**src/rtl/alu_operand_aligner.sv**
```systemverilog
// Input staging for the ALU: three skewed valid-qualified streams (operand A, operand B,
// command) are each buffered in order and issued together as one registered triple.

module OperandQueue #(
    parameter int W     = 8,
    parameter int DEPTH = 4
) (
    input  logic         clk,
    input  logic         rst_n,
    input  logic         push_i,
    input  logic [W-1:0] data_i,
    input  logic         pop_i,
    output logic [W-1:0] head_o,
    output logic         nonempty_o,
    output logic         drop_o
);
    localparam int PW = $clog2(DEPTH);
    localparam int CW = PW + 1;

    logic [W-1:0]  mem_q [DEPTH];
    logic [PW-1:0] wr_ptr_q, wr_ptr_d;
    logic [PW-1:0] rd_ptr_q, rd_ptr_d;
    logic [CW-1:0] count_q, count_d;
    logic          full;
    logic          accept;

    // A full queue still accepts a push when the head leaves on the same edge.
    always_comb begin
        full     = (count_q == CW'(DEPTH));
        accept   = push_i && (!full || pop_i);
        drop_o   = push_i && full && !pop_i;
        wr_ptr_d = wr_ptr_q;
        rd_ptr_d = rd_ptr_q;
        count_d  = count_q;
        if (accept) begin
            wr_ptr_d = wr_ptr_q + PW'(1);
        end
        if (pop_i) begin
            rd_ptr_d = rd_ptr_q + PW'(1);
        end
        case ({accept, pop_i})
            2'b10:   count_d = count_q + CW'(1);
            2'b01:   count_d = count_q - CW'(1);
            default: count_d = count_q;
        endcase
    end

    always_ff @(posedge clk or negedge rst_n) begin
        if (!rst_n) begin
            wr_ptr_q <= '0;
            rd_ptr_q <= '0;
            count_q  <= '0;
        end else begin
            wr_ptr_q <= wr_ptr_d;
            rd_ptr_q <= rd_ptr_d;
            count_q  <= count_d;
        end
    end

    // Storage needs no reset: an entry is only read after it has been written.
    always_ff @(posedge clk) begin
        if (accept) begin
            mem_q[wr_ptr_q] <= data_i;
        end
    end

    assign head_o     = mem_q[rd_ptr_q];
    assign nonempty_o = (count_q != '0);

endmodule

module alu_operand_aligner #(
    parameter int DATA_W = 8,
    parameter int CMD_W  = 3,
    parameter int DEPTH  = 4
) (
    input  logic              clk,
    input  logic              rst_n,
    input  logic              op_a_vld,
    input  logic [DATA_W-1:0] op_a_data,
    input  logic              op_b_vld,
    input  logic [DATA_W-1:0] op_b_data,
    input  logic              cmd_vld,
    input  logic [CMD_W-1:0]  cmd_code,
    input  logic              alu_stall,
    input  logic              clr_err,
    output logic              alu_op_a_vld,
    output logic [DATA_W-1:0] alu_op_a,
    output logic              alu_op_b_vld,
    output logic [DATA_W-1:0] alu_op_b,
    output logic              alu_cmd_vld,
    output logic [CMD_W-1:0]  alu_cmd,
    output logic [2:0]        ovf_err
);
    logic [DATA_W-1:0] head_a, head_b;
    logic [CMD_W-1:0]  head_c;
    logic              ne_a, ne_b, ne_c;
    logic              drop_a, drop_b, drop_c;
    logic              issue;

    logic              vld_q, vld_d;
    logic [DATA_W-1:0] op_a_q, op_a_d;
    logic [DATA_W-1:0] op_b_q, op_b_d;
    logic [CMD_W-1:0]  cmd_q, cmd_d;
    logic [2:0]        ovf_q, ovf_d;

    OperandQueue #(.W(DATA_W), .DEPTH(DEPTH)) u_qa (
        .clk       (clk),
        .rst_n     (rst_n),
        .push_i    (op_a_vld),
        .data_i    (op_a_data),
        .pop_i     (issue),
        .head_o    (head_a),
        .nonempty_o(ne_a),
        .drop_o    (drop_a)
    );

    OperandQueue #(.W(DATA_W), .DEPTH(DEPTH)) u_qb (
        .clk       (clk),
        .rst_n     (rst_n),
        .push_i    (op_b_vld),
        .data_i    (op_b_data),
        .pop_i     (issue),
        .head_o    (head_b),
        .nonempty_o(ne_b),
        .drop_o    (drop_b)
    );

    OperandQueue #(.W(CMD_W), .DEPTH(DEPTH)) u_qc (
        .clk       (clk),
        .rst_n     (rst_n),
        .push_i    (cmd_vld),
        .data_i    (cmd_code),
        .pop_i     (issue),
        .head_o    (head_c),
        .nonempty_o(ne_c),
        .drop_o    (drop_c)
    );

    // A new overflow on the same edge as clr_err must survive the clear.
    always_comb begin
        issue  = ne_a && ne_b && ne_c && !alu_stall;
        vld_d  = issue;
        op_a_d = op_a_q;
        op_b_d = op_b_q;
        cmd_d  = cmd_q;
        if (issue) begin
            op_a_d = head_a;
            op_b_d = head_b;
            cmd_d  = head_c;
        end
        ovf_d = {drop_c, drop_b, drop_a} | (clr_err ? 3'b000 : ovf_q);
    end

    always_ff @(posedge clk or negedge rst_n) begin
        if (!rst_n) begin
            vld_q  <= 1'b0;
            op_a_q <= '0;
            op_b_q <= '0;
            cmd_q  <= '0;
            ovf_q  <= '0;
        end else begin
            vld_q  <= vld_d;
            op_a_q <= op_a_d;
            op_b_q <= op_b_d;
            cmd_q  <= cmd_d;
            ovf_q  <= ovf_d;
        end
    end

    assign alu_op_a_vld = vld_q;
    assign alu_op_b_vld = vld_q;
    assign alu_cmd_vld  = vld_q;
    assign alu_op_a     = op_a_q;
    assign alu_op_b     = op_b_q;
    assign alu_cmd      = cmd_q;
    assign ovf_err      = ovf_q;

endmodule

```
**config.mk**
```make
export PLATFORM = sky130hd
export DESIGN_NAME = alu_operand_aligner
export DESIGN_NICKNAME = d
export VERILOG_FILES = /design/src/rtl/alu_operand_aligner.sv
export SDC_FILE = /design/constraint.sdc
export NUM_CORES = 1
export LEC_CHECK = 0
export BUFFER_PORTS_ARGS = -buffer_cell sky130_fd_sc_hd__buf_2
export CAP_MARGIN = 20
export CORE_AREA = 2 2 131 133
export CTS_BUF_LIST = sky130_fd_sc_hd__clkbuf_8
export DETAILED_ROUTE_END_ITERATION = 10
export DIE_AREA = 0 0 133 135
export GPL_TIMING_DRIVEN = 0
export PLACE_DENSITY = 0.47
export SLEW_MARGIN = 20
export SYNTH_ARGS = -nofsm -noshare
export SYNTH_HDL_FRONTEND = slang
export SYNTH_SLANG_ARGS = --single-unit
```
**constraint.sdc**
```tcl
create_clock -name clk -period 2.5 [get_ports clk]
set_input_delay 0.125 -clock clk [delete_from_list [all_inputs] [get_ports clk]]
set_output_delay 0.125 -clock clk [all_outputs]
set_load 0.01 [all_outputs]
```
==> metrics.txt <==
status=complete, no violations; first-pass GRT wire length=13.75 mm; Reg power frac=42.4%; maximum buffer depth of the clock tree=2; die area=17,960 sq um; RSZ-0062 raised after global routing=false; Yosys reg bits=120; Leakage Power=2.439 nW; EDFF count, synth=76; antenna viol nets, final=0; GR Overflow Total=0; TritonCTS Buffers=17; core area=16,410 sq um; Routability Congestion=0.7247; final worst path period share=91.75%; Int Power=5.025 mW; hold_ws=204.9 ps; Setup Skew=11.51 ps; final slew viol count=0; worst slew pin tran=633.1 ps; IO Count=51; share of cells above drive strength 1=34.93%; Seq/Total Area, Yosys=68.96%; post-synth cell types=29; y dimension of the die=135 microns; DRC viols=0; largest net degree at the start of global routing=45; row count=47; drt wl/cell=14.73 microns; max-capacitance violation count=0; Worst R2R End=u_qb.count_q[2]; top post-synthesis cells by area=edfxtp_1, dfrtp_1, mux4_2, ha_1, mux2_4; Initial DRC Count=162; Layout area overhead=24.43%; cell family with the largest share of critical-path delay=adder cells; Mean Syn Cell Area=18.51 sq um; die width=133 microns; Relative slew margins=57.79%; Period minus WS final=2294 ps; Gate power share=34.5%; worst min path class=in -> reg; WS Path Type=reg -> reg; clk sink count=120; initial antenna violation count=0; IO Port Bufs=50; via/cell ratio=4.077; post-synth top area cell=edfxtp_1; FF-to-FF Start=u_qc.count_q[1]; PwrDens=1188 nW/um^2; CTS Root Cell=clkbuf_8; vias in the first global route=2,554; NumNets Final=406; Synth Instances=265; hold worst-path end=alu_cmd_vld; WP buf/inv=2; H-tree depth=4; net count after synthesis=309; fraction of registers with async set/reset=36.67%; CP max-delay cell=dfrtp_1; power share of the clock group=23.2%; final hold viol count=0; switching share of power=30.71%; most common cell in the netlist=edfxtp_1; Yosys Warn Count=0; Max Freq=436.0 MHz; top_reg_cell synth=edfxtp_1; via total after detailed routing=2,426; clock latency on the worst-skew pair=430 ps; crit path capture type=flip-flop; Pre-Repair DR Iteration Count=4; final setup fails=0; VDD IR max=0.3774 mV; CP arrival=2650 ps; critical path launch point type=flip-flop; min-delay src=alu_stall; HPWL Detailed=5.638 mm; CP required=2850 ps; R2R depth=10; CP cell instances=nor3_2 > nor3_1 > o21a_1 > inv_1 > ha_1 > inv_1 > fa_1 > xor2_1 > nor2_1 > xor2_1; total negative slack=0 ps; Clock transition at path regs=70 ps; initial core utilization=29.90%; Commonest cells post-synth=edfxtp_1, dfrtp_1, inv_1, mux4_2, ha_1; Detailed Route WL=8.762 mm; worst reg-to-reg setup slack=210 ps; Hold Path Depth=4; Switch Pwr=2.227 mW; Mapped Area=4906 sq um; CTS tree=yes; share of the synthesized area in the top cell type=46.52%; CP peak stage delay=410 ps; gr usage total=10.56%; crit-path max FO=7; ANT cells=0
-- per-layer routing --
layer / vias up / track usage, % / wire [microns]
li1: 1161 / - / -
met1: 1203 / 12.97 / 4015
met2: 49 / 16.44 / 4178
met3: 13 / 3.866 / 391
met4: 0 / 5.376 / 176
met5: - / 0 / 0
-- layout make-up --
type	count	area, sq um
fill	1565	10300
clock inverter	12	108.9
multi-input combinational	116	1385
inverter	19	71.32
timing repair buffer	78	528.0
buffer	10	77.57
clock buffer	20	275.3
tap	220	275.3
sequential	120	3383
-- worst max path at each step --
| stage | slack, ps | to | startpoint | cells after the start |
|---|---|---|---|---|
| CTS | 60 | u_qb.count_q[2] | u_qc.count_q[0] | 10 |
| detailed placement | 100 | u_qc.count_q[2] | u_qc.count_q[0] | 10 |
| floorplan | 400 | u_qa.count_q[2] | u_qc.count_q[0] | 10 |
| global placement | 90 | u_qb.count_q[2] | u_qc.count_q[0] | 10 |
| finish | 210 | u_qb.count_q[2] | u_qc.count_q[1] | 10 |
| global route | 10 | u_qb.count_q[2] | u_qc.count_q[1] | 10 |
-- cell families after synthesis --
group / Yosys count / share of synthesized area [%]
buffers and inverters: 29 / 3.035
and+or+nand+nor: 30 / 3.647
DFF: 120 / 68.96
muxes: 43 / 14.95
adders and majority gates: 18 / 5.050
xor gates and xnor gates: 18 / 3.214
AOI/OAI and AO/OA: 7 / 1.148
-- registers in the layout (all words and copies together), names as in the netlist, 3 cells and up --
name and cells:
u_qb.mem_q 32, u_qa.count_q 3, u_qa.mem_q 32, ovf_err 3, u_qc.count_q 3, u_qc.mem_q 12
alu_cmd 3, alu_op_b 8, alu_op_a 8, u_qb.count_q 3
-- power by group through the flow --
stage                     sequential [mW]  combinational (mW)  clock [mW]
after floorplan                      3.13                1.76           0
after global placement               3.09                2.45           0
after detailed placement             3.10                2.49           0
after CTS                            3.07                2.54        1.74
after global routing                 3.14                2.78        1.82
final                                3.07                2.50        1.68
-- worst min-delay path, cell delays in order --
cell    delay (ps)
buf_2          120
nor4_4          60
buf_6          120
buf_8          140
-- metrics by stage --
step	setup slack, ps	instances	power [mW]	instance area [sq um]	util, %
final	206.3	595	7.252	6105	37.21
after global routing	14.10	595	7.745	6105	37.21
after CTS	56.85	593	7.345	6078	37.05
after detailed placement	97.92	535	5.596	5434	33.12
after global placement	93.91	535	5.545	5431	33.10
after floorplan	395.9	265	4.887	4906	-
-- placed cells by master (no fill, tap or decap), types with 2 or more instances in the layout --
master         instances
inv_1                 22
and2_1                12
buf_8                  2
fa_1                   3
buf_4                  5
nand2_1                4
mux2_4                10
a22o_1                 3
ha_1                  15
mux2_1                 4
buf_1                  2
xnor2_1                9
clkinv_2               6
buf_2                 51
clkbuf_8              20
mux4_2                19
nor2_1                 6
edfxtp_1              76
xor2_1                 9
nor3_2                 2
nand3_1                3
mux2i_1                2
dfrtp_1               44
mux2_2                 8
dlygate4sd3_1         26
bufinv_16              2
o21a_2                 2
-- what timing repair did --
action | 4_1_cts | 5_1_grt
endpoints found under the hold margin | 123 | 0
resized for setup | 0 | 2
buffers inserted | 0 | 2
hold buffers | 26 | 0
setup endpoints to repair | 0 | 3
Note: power is estimated with default switching activity, not from simulation.
